==> config.mk <==
export PLATFORM = sky130hd
export DESIGN_NAME = spi_txn_sequencer
export DESIGN_NICKNAME = d
export VERILOG_FILES = /design/src/rtl/spi_seq_pkg.sv /design/src/rtl/spi_bit_counter.sv /design/src/rtl/spi_txn_sequencer.sv
export SDC_FILE = /design/constraint.sdc
export NUM_CORES = 1
export LEC_CHECK = 0
export CAP_MARGIN = 30
export CORE_MARGIN = 2
export CORE_UTILIZATION = 45
export CTS_BUF_LIST = sky130_fd_sc_hd__clkbuf_16
export CTS_CLUSTER_SIZE = 40
export DETAILED_ROUTE_END_ITERATION = 8
export PLACE_DENSITY = 0.73
export SLEW_MARGIN = 20
export SYNTH_ARGS = -nofsm -noshare
export SYNTH_HDL_FRONTEND = slang
export SYNTH_HIERARCHICAL = 1
export SYNTH_SLANG_ARGS = --single-unit
==> constraint.sdc <==
create_clock -name clk -period 3.1 [get_ports clk]
set_input_delay 0.62 -clock clk [delete_from_list [all_inputs] [get_ports clk]]
set_output_delay 0.62 -clock clk [all_outputs]
set_load 0.01 [all_outputs]
==> src/rtl/spi_seq_pkg.sv <==
// Shared types and constants for the SPI slave transaction sequencer.
package spi_seq_pkg;

  typedef enum logic [3:0] {
    S_IDLE      = 4'd0,
    S_CMD       = 4'd1,
    S_DECODE    = 4'd2,
    S_RD_LOAD   = 4'd3,
    S_RD_SHIFT  = 4'd4,
    S_RD_NEXT   = 4'd5,
    S_WR_SHIFT  = 4'd6,
    S_WR_COMMIT = 4'd7,
    S_WR_NEXT   = 4'd8,
    S_DONE      = 4'd9
  } state_t;

  // Shift register mode encodings
  localparam logic [1:0] SR_HOLD  = 2'b00;
  localparam logic [1:0] SR_SHIFT = 2'b01;
  localparam logic [1:0] SR_LOAD  = 2'b10;

  // Command byte LSB values
  localparam logic RW_READ  = 1'b1;
  localparam logic RW_WRITE = 1'b0;

endpackage

==> src/rtl/spi_bit_counter.sv <==
// Counts SCLK rising-edge pulses modulo DATA_W; flags the pulse that completes a byte.
module spi_bit_counter #(
  parameter int DATA_W = 8
) (
  input  logic clk,
  input  logic reset,
  input  logic clr,
  input  logic en,
  output logic last
);

  localparam int CW = (DATA_W > 1) ? $clog2(DATA_W) : 1;
  localparam logic [CW-1:0] CNT_MAX = CW'(DATA_W - 1);

  logic [CW-1:0] cnt_q;
  logic [CW-1:0] cnt_d;

  // Next count: clear wins, otherwise wrap after the final bit of a byte
  always_comb begin
    cnt_d = cnt_q;
    if (clr) begin
      cnt_d = '0;
    end else if (en) begin
      if (cnt_q == CNT_MAX) begin
        cnt_d = '0;
      end else begin
        cnt_d = cnt_q + CW'(1);
      end
    end else begin
      cnt_d = cnt_q;
    end
  end

  // Count register
  always_ff @(posedge clk or posedge reset) begin
    if (reset) begin
      cnt_q <= '0;
    end else begin
      cnt_q <= cnt_d;
    end
  end

  assign last = en & ~clr & (cnt_q == CNT_MAX);

endmodule

==> src/rtl/spi_txn_sequencer.sv <==
// SPI slave transaction sequencer: command byte decode, byte-wise read/write
// sequencing of the shift register and data memory. Defining SPI_SEQ_BURST_EN
// enables multi-byte frames with address auto-increment.
module spi_txn_sequencer
  import spi_seq_pkg::*;
#(
  parameter int ADDR_W = 7,
  parameter int DATA_W = 8
) (
  input  logic              clk,
  input  logic              reset,
  input  logic              cs,
  input  logic              sclk_pe,
  input  logic [DATA_W-1:0] pout,
  output logic [1:0]        sr_mode,
  output logic [ADDR_W-1:0] mem_addr,
  output logic              mem_we,
  output logic              miso_en,
  output logic              busy,
  output logic              byte_done
);

  state_t            state_q, state_d;
  logic              cs_q;
  logic [ADDR_W-1:0] mem_addr_q, mem_addr_d;
  logic [1:0]        sr_mode_q, sr_mode_d;
  logic              mem_we_q, mem_we_d;
  logic              miso_en_q, miso_en_d;
  logic              busy_q, busy_d;
  logic              byte_done_q, byte_done_d;
  logic              cnt_en_s, cnt_clr_s, bit_last_s;

  // Only the three shifting states count edges; pulses elsewhere are dropped
  always_comb begin
    cnt_clr_s = cs | (state_q == S_IDLE);
    if ((state_q == S_CMD) || (state_q == S_RD_SHIFT) || (state_q == S_WR_SHIFT)) begin
      cnt_en_s = sclk_pe & ~cs;
    end else begin
      cnt_en_s = 1'b0;
    end
  end

  spi_bit_counter #(.DATA_W(DATA_W)) u_bit_cnt (
    .clk   (clk),
    .reset (reset),
    .clr   (cnt_clr_s),
    .en    (cnt_en_s),
    .last  (bit_last_s)
  );

  // Next-state, address and byte-done logic; a high cs aborts from any state
  always_comb begin
    state_d     = state_q;
    mem_addr_d  = mem_addr_q;
    byte_done_d = 1'b0;
    if (cs) begin
      state_d = S_IDLE;
    end else begin
      case (state_q)
        S_IDLE: begin
          if (cs_q) state_d = S_CMD;
          else      state_d = S_IDLE;
        end
        S_CMD: begin
          if (bit_last_s) state_d = S_DECODE;
          else            state_d = S_CMD;
        end
        S_DECODE: begin
          mem_addr_d = pout[ADDR_W:1];
          if (pout[0] == RW_READ)       state_d = S_RD_LOAD;
          else if (pout[0] == RW_WRITE) state_d = S_WR_SHIFT;
          else                          state_d = S_IDLE;
        end
        S_RD_LOAD: state_d = S_RD_SHIFT;
        S_RD_SHIFT: begin
          if (bit_last_s) begin
            byte_done_d = 1'b1;
`ifdef SPI_SEQ_BURST_EN
            state_d = S_RD_NEXT;
`else
            state_d = S_DONE;
`endif
          end else begin
            state_d = S_RD_SHIFT;
          end
        end
        S_WR_SHIFT: begin
          // byte_done is raised together with the commit strobe
          if (bit_last_s) begin
            byte_done_d = 1'b1;
            state_d     = S_WR_COMMIT;
          end else begin
            state_d = S_WR_SHIFT;
          end
        end
        S_WR_COMMIT: begin
`ifdef SPI_SEQ_BURST_EN
          state_d = S_WR_NEXT;
`else
          state_d = S_DONE;
`endif
        end
`ifdef SPI_SEQ_BURST_EN
        S_RD_NEXT: begin
          mem_addr_d = mem_addr_q + ADDR_W'(1);
          state_d    = S_RD_LOAD;
        end
        S_WR_NEXT: begin
          mem_addr_d = mem_addr_q + ADDR_W'(1);
          state_d    = S_WR_SHIFT;
        end
`endif
        S_DONE:  state_d = S_DONE;
        default: state_d = S_IDLE;
      endcase
    end
  end

  // Outputs are decoded from the next state so the registered copies line up with state_q
  always_comb begin
    case (state_d)
      S_CMD, S_RD_SHIFT, S_WR_SHIFT: sr_mode_d = SR_SHIFT;
      S_RD_LOAD:                     sr_mode_d = SR_LOAD;
      default:                       sr_mode_d = SR_HOLD;
    endcase
    miso_en_d = (state_d == S_RD_SHIFT);
    mem_we_d  = (state_d == S_WR_COMMIT);
    busy_d    = (state_d != S_IDLE);
  end

  // State, address and output registers; cs history starts idle-high
  always_ff @(posedge clk or posedge reset) begin
    if (reset) begin
      state_q     <= S_IDLE;
      cs_q        <= 1'b1;
      mem_addr_q  <= '0;
      sr_mode_q   <= SR_HOLD;
      mem_we_q    <= 1'b0;
      miso_en_q   <= 1'b0;
      busy_q      <= 1'b0;
      byte_done_q <= 1'b0;
    end else begin
      state_q     <= state_d;
      cs_q        <= cs;
      mem_addr_q  <= mem_addr_d;
      sr_mode_q   <= sr_mode_d;
      mem_we_q    <= mem_we_d;
      miso_en_q   <= miso_en_d;
      busy_q      <= busy_d;
      byte_done_q <= byte_done_d;
    end
  end

  assign sr_mode   = sr_mode_q;
  assign mem_addr  = mem_addr_q;
  assign mem_we    = mem_we_q;
  assign miso_en   = miso_en_q;
  assign busy      = busy_q;
  assign byte_done = byte_done_q;

endmodule

# == Yosys cells after proc, flatten, opt, wreduce, memory -nomap -nowiden ==
# Cells that the tools add are included.
# word_totals
reg_bits,21
out_inout_bits,13
elab_cells,53
input_bits,12
# classes
n_bitwise,6
reduce_logical,9
n_eq_ne,13
n_mux,15
add_sub_neg,1
# op_table
op,n
$pmux W4 S7,1
$eq A4 B3 Y1 const B,6
$eq A4 B2 Y1 const B,3
$mux W3,4
$eq A4 B1 Y1 const B,2
$mux W4,2
$mux W1,6
$eq A4 B4 Y1 const B,1
$logic_not A4 Y1,1
$pmux W2 S2,1
$reduce_bool A4 Y1,1
$reduce_or A2 Y1,2
$add A3 B1 Y3 const B,1
$and A1 B1 Y1,3
$eq A3 B3 Y1 const B,1
$reduce_or A3 Y1,1
$logic_or A1 B1 Y1,2
$mux W2,1
$not A1 Y1,2
$reduce_and A2 Y1,1
$reduce_bool A2 Y1,1
$or A1 B1 Y1,1

# == Logic depth before layout (Yosys ltp) ==
# logic_depth
ltp_word,12
ltp_mapped,10
mapped_depth_nobuf,9

# == Hierarchy ==
# Netlist, hierarchy kept.
# by_module_without_submodules
module,instances,seq_area_each_um2,area_per_inst_um2,cells_per_inst
spi_txn_sequencer,1,451.7,909.6,76
spi_bit_counter,1,75.1,162.7,15

# == Worst setup path before layout ==
# Ideal clock, no wire load.
# synth_path
kind,in2reg
start,input cs
end,"register busy_q, in the netlist busy"
n_path_buf,1
cell_stages,10
path_slack_ns,0.779
setup_time_ns,0.124
arrival_time_ns,2.197
t_required_ns,2.976
cell_sequence,clkbuf_1 > nor2_1 > o211a_1 > nand2_1 > nor2_1 > nand2b_1 > a21oi_2 > o22ai_2 > nand2b_1 > a211o_1
# synth_between
elab_chain_len,9
word_cells_on_any_way,13
classes_between,6 x mux; 6 x bitwise; 1 x reduce/logical
# synth_rtl
element,line_no,rtl
"start, declared",spi_txn_sequencer.sv:12,"input logic cs,"
$not A1 Y1 *,spi_txn_sequencer.sv:37,cnt_en_s = sclk_pe & ~cs;
$and A1 B1 Y1 *,spi_txn_sequencer.sv:37,
$mux W1 *,spi_txn_sequencer.sv:36,if ((state_q == S_CMD) || (state_q == S_RD_SHIFT) || (state_q == S_WR_SHIFT)) begin
via cnt_en_s,spi_txn_sequencer.sv:31,"logic cnt_en_s, cnt_clr_s, bit_last_s;"
$and A1 B1 Y1 * (2 in series),spi_bit_counter.sv:43,assign last = en & ~clr & (cnt_q == CNT_MAX);
via bit_last_s,spi_txn_sequencer.sv:31,
"$mux W1, or another cell as far along",spi_txn_sequencer.sv:89,if (bit_last_s) begin
$pmux W4 S7 *,spi_txn_sequencer.sv:59,case (state_q)
$mux W4 *,spi_txn_sequencer.sv:56,if (cs) begin
$reduce_bool A4 Y1 *,spi_txn_sequencer.sv:128,busy_d = (state_d != S_IDLE);
via busy_d,spi_txn_sequencer.sv:29,"logic busy_q, busy_d;"
"end signal, assigned",spi_txn_sequencer.sv:149,busy_q <= busy_d;
"end, declared",spi_txn_sequencer.sv:29,
# The timed path passes the listed nets; every way through them passes the cells marked *.
# A chain may end at the register's enable or synchronous reset.

# == Final worst setup path ==
# layout_path
start,register state_q[0]
end,"register busy_q, in the netlist busy"
# layout_between
elab_chain_len,10
word_cells_on_any_way,22
classes_between,7 x eq/ne; 6 x mux; 4 x bitwise; 5 x reduce/logical
# layout_rtl
element,line_no,rtl
"start, declared",spi_txn_sequencer.sv:23,"state_t state_q, state_d;"
"start signal, assigned",spi_txn_sequencer.sv:143,state_q <= state_d;
$eq A4 B1 Y1 / $eq A4 B3 Y1 (equally long branches),spi_txn_sequencer.sv:36,
$logic_or A1 B1 Y1,spi_txn_sequencer.sv:36,
$logic_or A1 B1 Y1 *,spi_txn_sequencer.sv:36,
$mux W1 *,spi_txn_sequencer.sv:36,
via cnt_en_s,spi_txn_sequencer.sv:31,
$and A1 B1 Y1 * (2 in series),spi_bit_counter.sv:43,
via bit_last_s,spi_txn_sequencer.sv:31,
"$mux W1, or another cell as far along",spi_txn_sequencer.sv:89,
$pmux W4 S7 *,spi_txn_sequencer.sv:59,
$mux W4 *,spi_txn_sequencer.sv:56,
$reduce_bool A4 Y1 *,spi_txn_sequencer.sv:128,
via busy_d,spi_txn_sequencer.sv:29,
# Marked as above.

==> run summary <==
Nature of the critical path endpoint: a register. Dividing total power by cell area gives a power density of 470 mW/mm2. Across the run, the number of max-cap violations was 0. Traced cell by cell, the critical path runs through nor3b_2 -> o211a_1 -> nand2_1 -> nor2_1 -> nand2b_1 -> a21oi_2 -> o22ai_2 -> nand2b_1 -> a211o_1.

The global-route wire length before repair was 3700 um; the vertical die dimension was 52.8 um. In the post-synthesis netlist, the biggest area contributors are sky130_fd_sc_hd__dfrtp_1 47%, sky130_fd_sc_hd__mux2_2 8.4%, sky130_fd_sc_hd__nand2b_1 2.9%, sky130_fd_sc_hd__nor2_1 2.8%, sky130_fd_sc_hd__dfstp_2 2.5%. Number of vias per cell after detailed routing: 5.20. Counting flops with an async set or reset pin after synthesis yields a share of 100%.

The number of port buffers is 24. Distinct cell type count after synthesis: 42. Endpoint arrival time on the critical path: 2.69 ns. The average wire length per cell after detail routing works out to 15.0 um.

Main flop type after synthesis: sky130_fd_sc_hd__dfrtp_1. The run gives 0 as the number of design rule violations left after detail routing. The number of antenna-violating nets in the routed design was 0; the final number of hold-violating endpoints was 0. The relative slew slack is 54.4%, and the number of antenna violations at the first check in global routing is 0.

The fraction of layout cells with a size suffix above 1 came out at 20.9%. The commonest cells after synthesis are 20 x sky130_fd_sc_hd__dfrtp_1, 8 x sky130_fd_sc_hd__mux2_2, 8 x sky130_fd_sc_hd__nor2_1. Clock-pin slew was measured on the worst setup and hold paths at 0.06 ns. The maximum number of pins on one net before global-route repair is 19.

After floorplanning, the core was sized to cover 0.00223 mm2. The biggest area consumer among synthesized cells was sky130_fd_sc_hd__dfrtp_1. The number of gates resized after CTS was 0.

Counting every instance in the synthesized netlist gives 91. The clock reaches the later pin of the worst-skew pair after 0.25 ns. The area added between synthesis and finish is 30.8%, and the post-synth design cell area is 0.00107 mm2.

Counting flops and latches in the post-synthesis netlist gives 21. For the antenna cell count, the log shows 0. The routability congestion estimate from global placement was 0.796. The min-delay analysis places its worst path in the category register to register. The post-layout minimum cycle time was 2.56 ns; the cell row count was 17. The count of warnings emitted by yosys is 6.

The maximum VDD drop is 0.403 mV. Averaged over all synthesized cells, the footprint is 11.8 um2. The run gives 105 as the net count of the mapped netlist.

Yosys instantiated no cell more often than sky130_fd_sc_hd__dfrtp_1. For the final routed database, the setup TNS stands at 0 ns. After the first detailed-routing iteration, the DRC count stood at 13. Sequential cells were found to cover 49.1% of the synthesized design area. After legalization and detailed placement, the total HPWL measured 1630 um.

The total grt overflow was 0; the final setup skew was 0.000898 ns. Of all nets on the critical path, the largest fanout is 12. The largest single stage delay on the critical path is 0.56 ns. For the number of global-route vias before repair, the log shows 801. The cell family contributing the most delay on the critical path is simple AND/OR/NAND/NOR gates. The buffer and inverter count on the worst path is 0, and the number of nets in the layout is 130. The design draws 659 uW. The number of post-CTS setup repair buffers came out at 0.

Critical path's most frequent cell: sky130_fd_sc_hd__nand2b_1. Cells fill 62.8% of the core in the end. The logs give 0 for the number of max-slew violations in the final report and 744 for the via count. For the worst setup path, the data required time is 3.23 ns. Counting flops with a built-in enable in the synthesized netlist gives 0.

For the combined global-route utilization of all metal layers, the log shows 18.4%. The CTS sink count is 21. The die extent in x works out to 52.8 um.

Largest buffer count on any clock path: 2. The largest individual stage delay along the critical path comes from the cell sky130_fd_sc_hd__dfrtp_1. Setup repair after global routing left no endpoint under its margin. The run gives 4 as the number of iterations in the first detailed-routing pass. The full die area came out at 0.00279 mm2. In this run, post-CTS hold repair placed 0 buffers. After layout, the worst path uses 82.5% of the clock period. Setup violations remaining at the end of the flow were counted as 0.

For this run, the top clock speed supported by timing is 391 MHz. The type of the worst setup path was register to register. The pin slew with the least headroom to its limit was 0.683 ns.

TritonCTS created 3 clock buffers. The leakage power figure was 0.000620 uW. The initial utilization of the core area, before any placement, comes to 48.0%. TritonCTS built the clock tree. The tools report the depth of the CTS H-tree as 1. The tools report the library cell used as clock root buffer as sky130_fd_sc_hd__clkbuf_16.

The run finished with clean final reports. The tools report the critical path launch point type as a register. The share of Yosys cell area claimed by the top area cell type is 46.7%, and the count of pins on the block boundary is 25. The routed design has 2150 um of wire.
## placed cells by master (no fill, tap or decap), types with 2 or more instances in the layout
master                             n
sky130_fd_sc_hd__nor2_1            8
sky130_fd_sc_hd__nand2_1           3
sky130_fd_sc_hd__inv_1             4
sky130_fd_sc_hd__mux2i_1           2
sky130_fd_sc_hd__clkbuf_16         3
sky130_fd_sc_hd__nor2b_1           2
sky130_fd_sc_hd__nand2b_1          5
sky130_fd_sc_hd__clkdlybuf4s50_1  24
sky130_fd_sc_hd__mux2_2            8
sky130_fd_sc_hd__a21oi_2           2
sky130_fd_sc_hd__ha_1              2
sky130_fd_sc_hd__a21oi_1           2
sky130_fd_sc_hd__dfrtp_1          20
sky130_fd_sc_hd__a211oi_1          2
## area by class of cell
class / count / area (um2)
clock inverters: 1 / 5.00
fillers: 191 / 831
clock buffers: 3 / 75.1
flip-flops and latches: 21 / 527
inverters: 4 / 15.0
well taps: 28 / 35.0
repair buffers: 25 / 248
multi-input cells: 61 / 498
## registers in the layout, summed over array words and instances, names as in the netlist
| register | count |
|---|---|
| state_q | 4 |
| cs_q | 1 |
| u_bit_cnt/cnt_q | 3 |
| busy | 1 |
| miso_en | 1 |
| mem_addr | 7 |
| sr_mode | 2 |
| byte_done | 1 |
| mem_we | 1 |
## through the flow
stage               instance area [um2]  setup slack (ns)  hold slack (ns)  instances
global route                       1400             0.287            0.535        143
floorplan                          1070             0.779            0.374         91
global placement                   1320             0.386            0.492        139
finish                             1400             0.544            0.508        143
CTS                                1400             0.567            0.512        143
detailed placement                 1320             0.314            0.499        139
## report_power, final
part	switching [uW]	total [uW]	internal [uW]	leakage, uW
Sequential	10.9	299	288	0.000278
Combinational	37.9	94.4	56.5	0.000301
Clock	92.7	265	173	0.0000409
Total	141	659	518	0.000620
## cells by family (layout without fill, tap and decap cells)
group | Yosys count | count (layout) | synth area share (%)
simple gates | 30 | 30 | 18.2
flops | 21 | 21 | 49.1
compound gates | 18 | 18 | 14.2
mux | 11 | 11 | 11.7
buf+inv | 9 | 33 | 4.43
fa+ha+maj | 2 | 2 | 2.33
## per-layer routing
metal / up-vias / track usage (%) / part of all wire, %
met5: - / 0 / 0
met4: 0 / 3.85 / 0
met1: 364 / 22.8 / 43
met3: 0 / 2.57 / 2.3
met2: 11 / 33.5 / 54
li1: 369 / - / -
## path summary, 6_finish.rpt
check	endpoint	slack (ns)	start	cells past startpoint
worst max-delay path	busy	0.54	state_q[0]	9
worst min-delay path	mem_addr[0]	0.51	mem_addr[0]	1
worst max register to register	busy	0.54	state_q[0]	9
worst min register to register	mem_addr[0]	0.51	mem_addr[0]	1
max in group asynchronous	miso_en	1.86	reset	2
min in group asynchronous	u_bit_cnt/cnt_q[0]	0.56	reset	2
Note: power is estimated with default switching activity, not from simulation.
